### config.mk
export PLATFORM = sky130hd
export DESIGN_NAME = pool_window_2x2_flat
export DESIGN_NICKNAME = d
export VERILOG_FILES = /design/src/rtl/pool_window_2x2_if.sv /design/src/rtl/pool_window_2x2.sv /design/src/flat_wrapper.sv
export SDC_FILE = /design/constraint.sdc
export NUM_CORES = 1
export LEC_CHECK = 0
export ABC_CLOCK_PERIOD_IN_PS = 5900
export BUFFER_PORTS_ARGS = -buffer_cell sky130_fd_sc_hd__buf_2
export CORE_AREA = 2 2 272 274
export CTS_CLUSTER_SIZE = 24
export DETAILED_ROUTE_END_ITERATION = 10
export DIE_AREA = 0 0 274 276
export PLACE_DENSITY = 0.8
export SETUP_SLACK_MARGIN = 0.02
export SYNTH_ARGS = -nofsm -noshare
export SYNTH_HDL_FRONTEND = slang
export SYNTH_SLANG_ARGS = --single-unit
### constraint.sdc
create_clock -name clk_i -period 5.9 [get_ports clk_i]
set_input_delay 0 -clock clk_i [delete_from_list [all_inputs] [get_ports clk_i]]
set_output_delay 0 -clock clk_i [all_outputs]
set_load 0.02 [all_outputs]
### src/rtl/pool_window_2x2_if.sv
// Pixel-in / window-out handshake bundle for the 2x2 window former.
// slave is the window former itself, master is whoever drives and drains it.
interface pool_window_2x2_if #(
    parameter int DATA_WIDTH = 32
);
    logic                         valid_i;
    logic signed [DATA_WIDTH-1:0] data_i;
    logic                         ready_o;
    logic                         valid_o;
    logic signed [DATA_WIDTH-1:0] window_o [0:3];
    logic                         last_o;
    logic                         ready_i;

    modport slave (
        input  valid_i, data_i, ready_i,
        output ready_o, valid_o, window_o, last_o
    );

    modport master (
        output valid_i, data_i, ready_i,
        input  ready_o, valid_o, window_o, last_o
    );
endinterface

### src/rtl/pool_window_2x2.sv
// Raster-order pixel stream to stride-2 2x2 windows for the max-pool stage.
// One row is buffered; the odd row completes each window with hold + data_i.
module pool_window_2x2 #(
    parameter int DATA_WIDTH = 32,
    parameter int IMG_WIDTH  = 28,
    parameter int IMG_HEIGHT = 28
) (
    input logic              clk_i,
    input logic              rst_i,
    pool_window_2x2_if.slave s
);
    localparam int CW = $clog2(IMG_WIDTH);
    localparam int RW = $clog2(IMG_HEIGHT);

    localparam logic [CW-1:0] COL_MAX  = CW'(IMG_WIDTH - 1);
    localparam logic [RW-1:0] ROW_MAX  = RW'(IMG_HEIGHT - 1);
    localparam logic [CW-1:0] LAST_COL = CW'(2 * (IMG_WIDTH / 2) - 1);
    localparam logic [RW-1:0] LAST_ROW = RW'(2 * (IMG_HEIGHT / 2) - 1);

    typedef logic signed [DATA_WIDTH-1:0] pix_t;

    logic [CW-1:0] col;
    logic [RW-1:0] row;
    logic [CW-1:0] col_pair;
    pix_t          line_buf [IMG_WIDTH];
    pix_t          hold;
    pix_t          win [4];
    logic          vld;
    logic          lst;
    logic          ready;
    logic          accept;
    logic          emit;

    always_comb begin
        ready    = !vld || s.ready_i;
        accept   = s.valid_i && ready;
        emit     = accept && row[0] && col[0];
        col_pair = col & ~CW'(1);
    end

    always_ff @(posedge clk_i) begin
        if (rst_i) begin
            col  <= '0;
            row  <= '0;
            hold <= '0;
        end else if (accept) begin
            if (col == COL_MAX) begin
                col <= '0;
                row <= (row == ROW_MAX) ? '0 : row + RW'(1);
            end else begin
                col <= col + CW'(1);
            end
            if (row[0] && !col[0]) begin
                hold <= s.data_i;
            end
        end
    end

    // Line buffer carries no reset; every entry is rewritten before use.
    always_ff @(posedge clk_i) begin
        if (accept && !row[0]) begin
            line_buf[col] <= s.data_i;
        end
    end

    always_ff @(posedge clk_i) begin
        if (rst_i) begin
            vld <= 1'b0;
            lst <= 1'b0;
            win <= '{default: '0};
        end else if (emit) begin
            vld <= 1'b1;
            lst <= (row == LAST_ROW) && (col == LAST_COL);
            win <= '{line_buf[col_pair], line_buf[col], hold, s.data_i};
        end else if (vld && s.ready_i) begin
            vld <= 1'b0;
            lst <= 1'b0;
        end
    end

    assign s.ready_o  = ready;
    assign s.valid_o  = vld;
    assign s.last_o   = lst;
    assign s.window_o = win;
endmodule

### src/flat_wrapper.sv
// flat-port wrapper written by rule: the top's interface ports become plain ports
module pool_window_2x2_flat 
#(
    parameter int DATA_WIDTH = 32,
    parameter int IMG_WIDTH  = 28,
    parameter int IMG_HEIGHT = 28
)
  (clk_i, rst_i, s_valid_i, s_data_i, s_ready_i, s_ready_o, s_valid_o, s_window_o, s_last_o);
  pool_window_2x2_if #(.DATA_WIDTH(DATA_WIDTH)) s_i ();
  input logic clk_i;
  input logic rst_i;
  input wire logic [$bits(s_i.valid_i)-1:0] s_valid_i;
  input wire logic [$bits(s_i.data_i)-1:0] s_data_i;
  input wire logic [$bits(s_i.ready_i)-1:0] s_ready_i;
  output wire logic [$bits(s_i.ready_o)-1:0] s_ready_o;
  output wire logic [$bits(s_i.valid_o)-1:0] s_valid_o;
  output wire logic [$bits(s_i.window_o)-1:0] s_window_o;
  output wire logic [$bits(s_i.last_o)-1:0] s_last_o;
  assign s_i.valid_i = s_valid_i;
  assign s_i.data_i = s_data_i;
  assign s_i.ready_i = s_ready_i;
  assign s_ready_o = s_i.ready_o;
  assign s_valid_o = s_i.valid_o;
  assign s_window_o = {>>{s_i.window_o}};
  assign s_last_o = s_i.last_o;
  pool_window_2x2 #(.DATA_WIDTH(DATA_WIDTH), .IMG_WIDTH(IMG_WIDTH), .IMG_HEIGHT(IMG_HEIGHT)) u_core (.clk_i(clk_i), .rst_i(rst_i), .s(s_i));
endmodule
==> results.toml <==
[sta]
fin_skew_ns = 0.02607
worst_slack_ns = 2.291
timing.slew.headroom = 0.1224
post-route-period-util = 0.6116
final_max_slew_viol_count = 0
timing.hold.ws_ns = 0.3989
rsz0062_at_grt = "no"
min_period_ns = 3.609
clock.fmax_mhz = 277.1
finalHoldViolations = 0
worst_slew_pin_slew_ns = 1.313
setup_tns_ns = 0
finalSetupViolCount = 0

[hold_path]
hold_path_depth = 3
hold_class = "in2reg"

[placement]
place.detailed.hpwl_mm = 70.89
placed_cells = 3615
dpl_worst_slack_ns = 2.348
port-buffer-count = 166
gp_congestion = 0.9435

[detailed_routing]
drt-pass1-iter-count = 8
viasPerCell = 6.814
totalWireLength_mm = 118.3
wl_per_cell_um = 30.84
num_vias = 26140
drc = 0
drt_iter0_markers = 3673
ant_nets = 0

[clock_network]
numCtsBuffers = 99
clk_pin_slew_ns = 0.06
cts_hold_buf = 38
root_buffer = "clkbuf_16"
clkLatencyLatePin_ns = 0.67
clock_sinks = 1068
htreeDepth = 3
cts_tree = "built"
ctsLongestPathBuffers = 3
cts_setup_buffers = 0
ctsResizeCount = 0

[synth]
synthesis.nets = 2661
synth-seq-cells = 1068
ys_async_sr_fraction = 0
synthTopCellsByCount = "edfxtp_1 (896), mux2i_1 (279), nand2_1 (262), dfxtp_1 (172), mux4_2 (140)"
synth_most_common_cell = "edfxtp_1"
synth_seq_area_share = 0.7112
yosys.area.top_type = "edfxtp_1"
synth_top_flop_cell = "edfxtp_1"
avgSynthCellArea_sq_um = 16.29
synth_warnings = 0
ys_top_cells_by_area = "edfxtp_1 (63%), dfxtp_1 (8.1%), mux4_2 (7.4%), mux2i_1 (6.5%), nand2_1 (2.3%)"
synth.distinct_cells = 58
syn-cell-area_sq_mm = 0.04267
synthesis.instances = 2619
synth_edf_count = 896
yosysTopAreaCellShare = 0.6305

[global_route]
grt_usage = 0.3114
grt_pass1_vias = 25510
grt_max_degree = 102
grt_pass1_wl_mm = 171.3
grt_antenna_before_repair = 6
gr-total-overflow = 0

[worst_setup_path]
startpoint_type = "flop"
crit_path_end_kind = "flop"
cp_slowest_cell = "nor2_4"
cpPeakStageDelay_ns = 1.00
critPathRequiredTime_ns = 6.17
crit_path_max_fanout = 56
critPathKind = "reg2reg"
reg2regPathDepth = 3
cp.arrival_ns = 3.88
crit_path_cell_trace = "buf_4 > nand2_1 > nor2_4"

[cells_and_area]
fin_util = 0.6641
drive_above_1_share = 0.2072
nNetsFinal = 2837
syn_to_final_growth_pct = 12.97
fin_cells = 3836

[job]
max-cap-violations = 0

[pwr]
power_density_mw_per_mm2 = 328.8
ir_drop_uv = 249.1
p_leak_nw = 15.25

[die]
pin_count = 167
die_h_um = 276
core_sq_mm = 0.07259
dieArea_sq_mm = 0.07562
start_util = 0.5879
fp-row-count = 99
fp.dieW_um = 274

[run_status]
outcome = "completed"
power by group:
group / internal [mW] / switching, mW
sequential: 8.21 / 0.0382
combinational: 0.305 / 0.535
clock: 3.97 / 2.79
total: 12.5 / 3.37
metrics by stage:
| step | area (sq um) | total power [mW] |
|---|---|---|
| 6_report | 48210 | 15.85 |
| 5_1_grt | 48210 | 16.18 |
| 4_1_cts | 48210 | 15.85 |
| 3_5_place_dp | 44370 | 9.203 |
| 3_3_place_gp | 44370 | 9.183 |
| 2_1_floorplan | 42670 | 8.911 |
area by class of cell:
class,count,area [sq um]
tap,959,1200
clock inverter,57,696.9
inverter,11,41.29
sequential,1068,30360
multi-input combinational,1363,11530
timing repair buffer,252,1615
antenna,1,2.502
clock buffer,125,2760
fill,4697,24380
state kept, by name, summed over array words and instances, names as in the netlist:
signal             cells
u_core.hold           32
u_core.col             5
u_core.line_buf      896
u_core.s.last_o        1
u_core.s.window_o    128
u_core.s.valid_o       1
u_core.row             5
placed cells by master (no fill, tap or decap), drive strengths merged, types with 34 or more instances in the layout:
cell / Yosys / final
dlygate4sd3: 0 / 38
buf: 95 / 214
mux4: 140 / 140
clkbuf: 82 / 125
a22oi: 58 / 58
a21oi: 139 / 139
clkinv: 0 / 40
edfxtp: 896 / 896
mux2i: 279 / 279
nand2: 262 / 262
nand3: 38 / 38
nor2: 118 / 118
a311oi: 34 / 34
dfxtp: 172 / 172
routing by layer:
metal / GRT usage / share of wire / wire [um]
met3: 0.08937 / 0.14 / 16070
met4: 0.1123 / 0.037 / 4362
met2: 0.4780 / 0.46 / 54750
met1: 0.4283 / 0.36 / 43040
met5: 0 / 0.00063 / 74
worst max-delay path: cells and delay by family, from the launching register on:
kind / cells / cell delay, ns
DFF: 1 / 0.97
buffers and inverters: 1 / 0.72
and+or+nand+nor: 2 / 1.42
cell families after synthesis:
| family | count (synthesis) | synth area share |
|---|---|---|
| mux | 445 | 0.1462 |
| compound gates | 408 | 0.06577 |
| flops | 1068 | 0.7112 |
| xor+xnor | 4 | 0.0008209 |
| fa+ha+maj | 6 | 0.001759 |
| simple gates | 500 | 0.05014 |
| buf+inv | 188 | 0.02413 |
worst paths after layout:
check | from | end | slack [ns]
hold reg to reg | u_core.hold[0] | u_core.s.window_o[32] | 0.45
setup / recovery | u_core.col[2] | u_core.line_buf[22][17] | 2.29
hold / removal | rst_i | u_core.s.window_o[25] | 0.40
setup reg to reg | u_core.col[2] | u_core.line_buf[22][17] | 2.29
(Power assumes the default switching activity.)
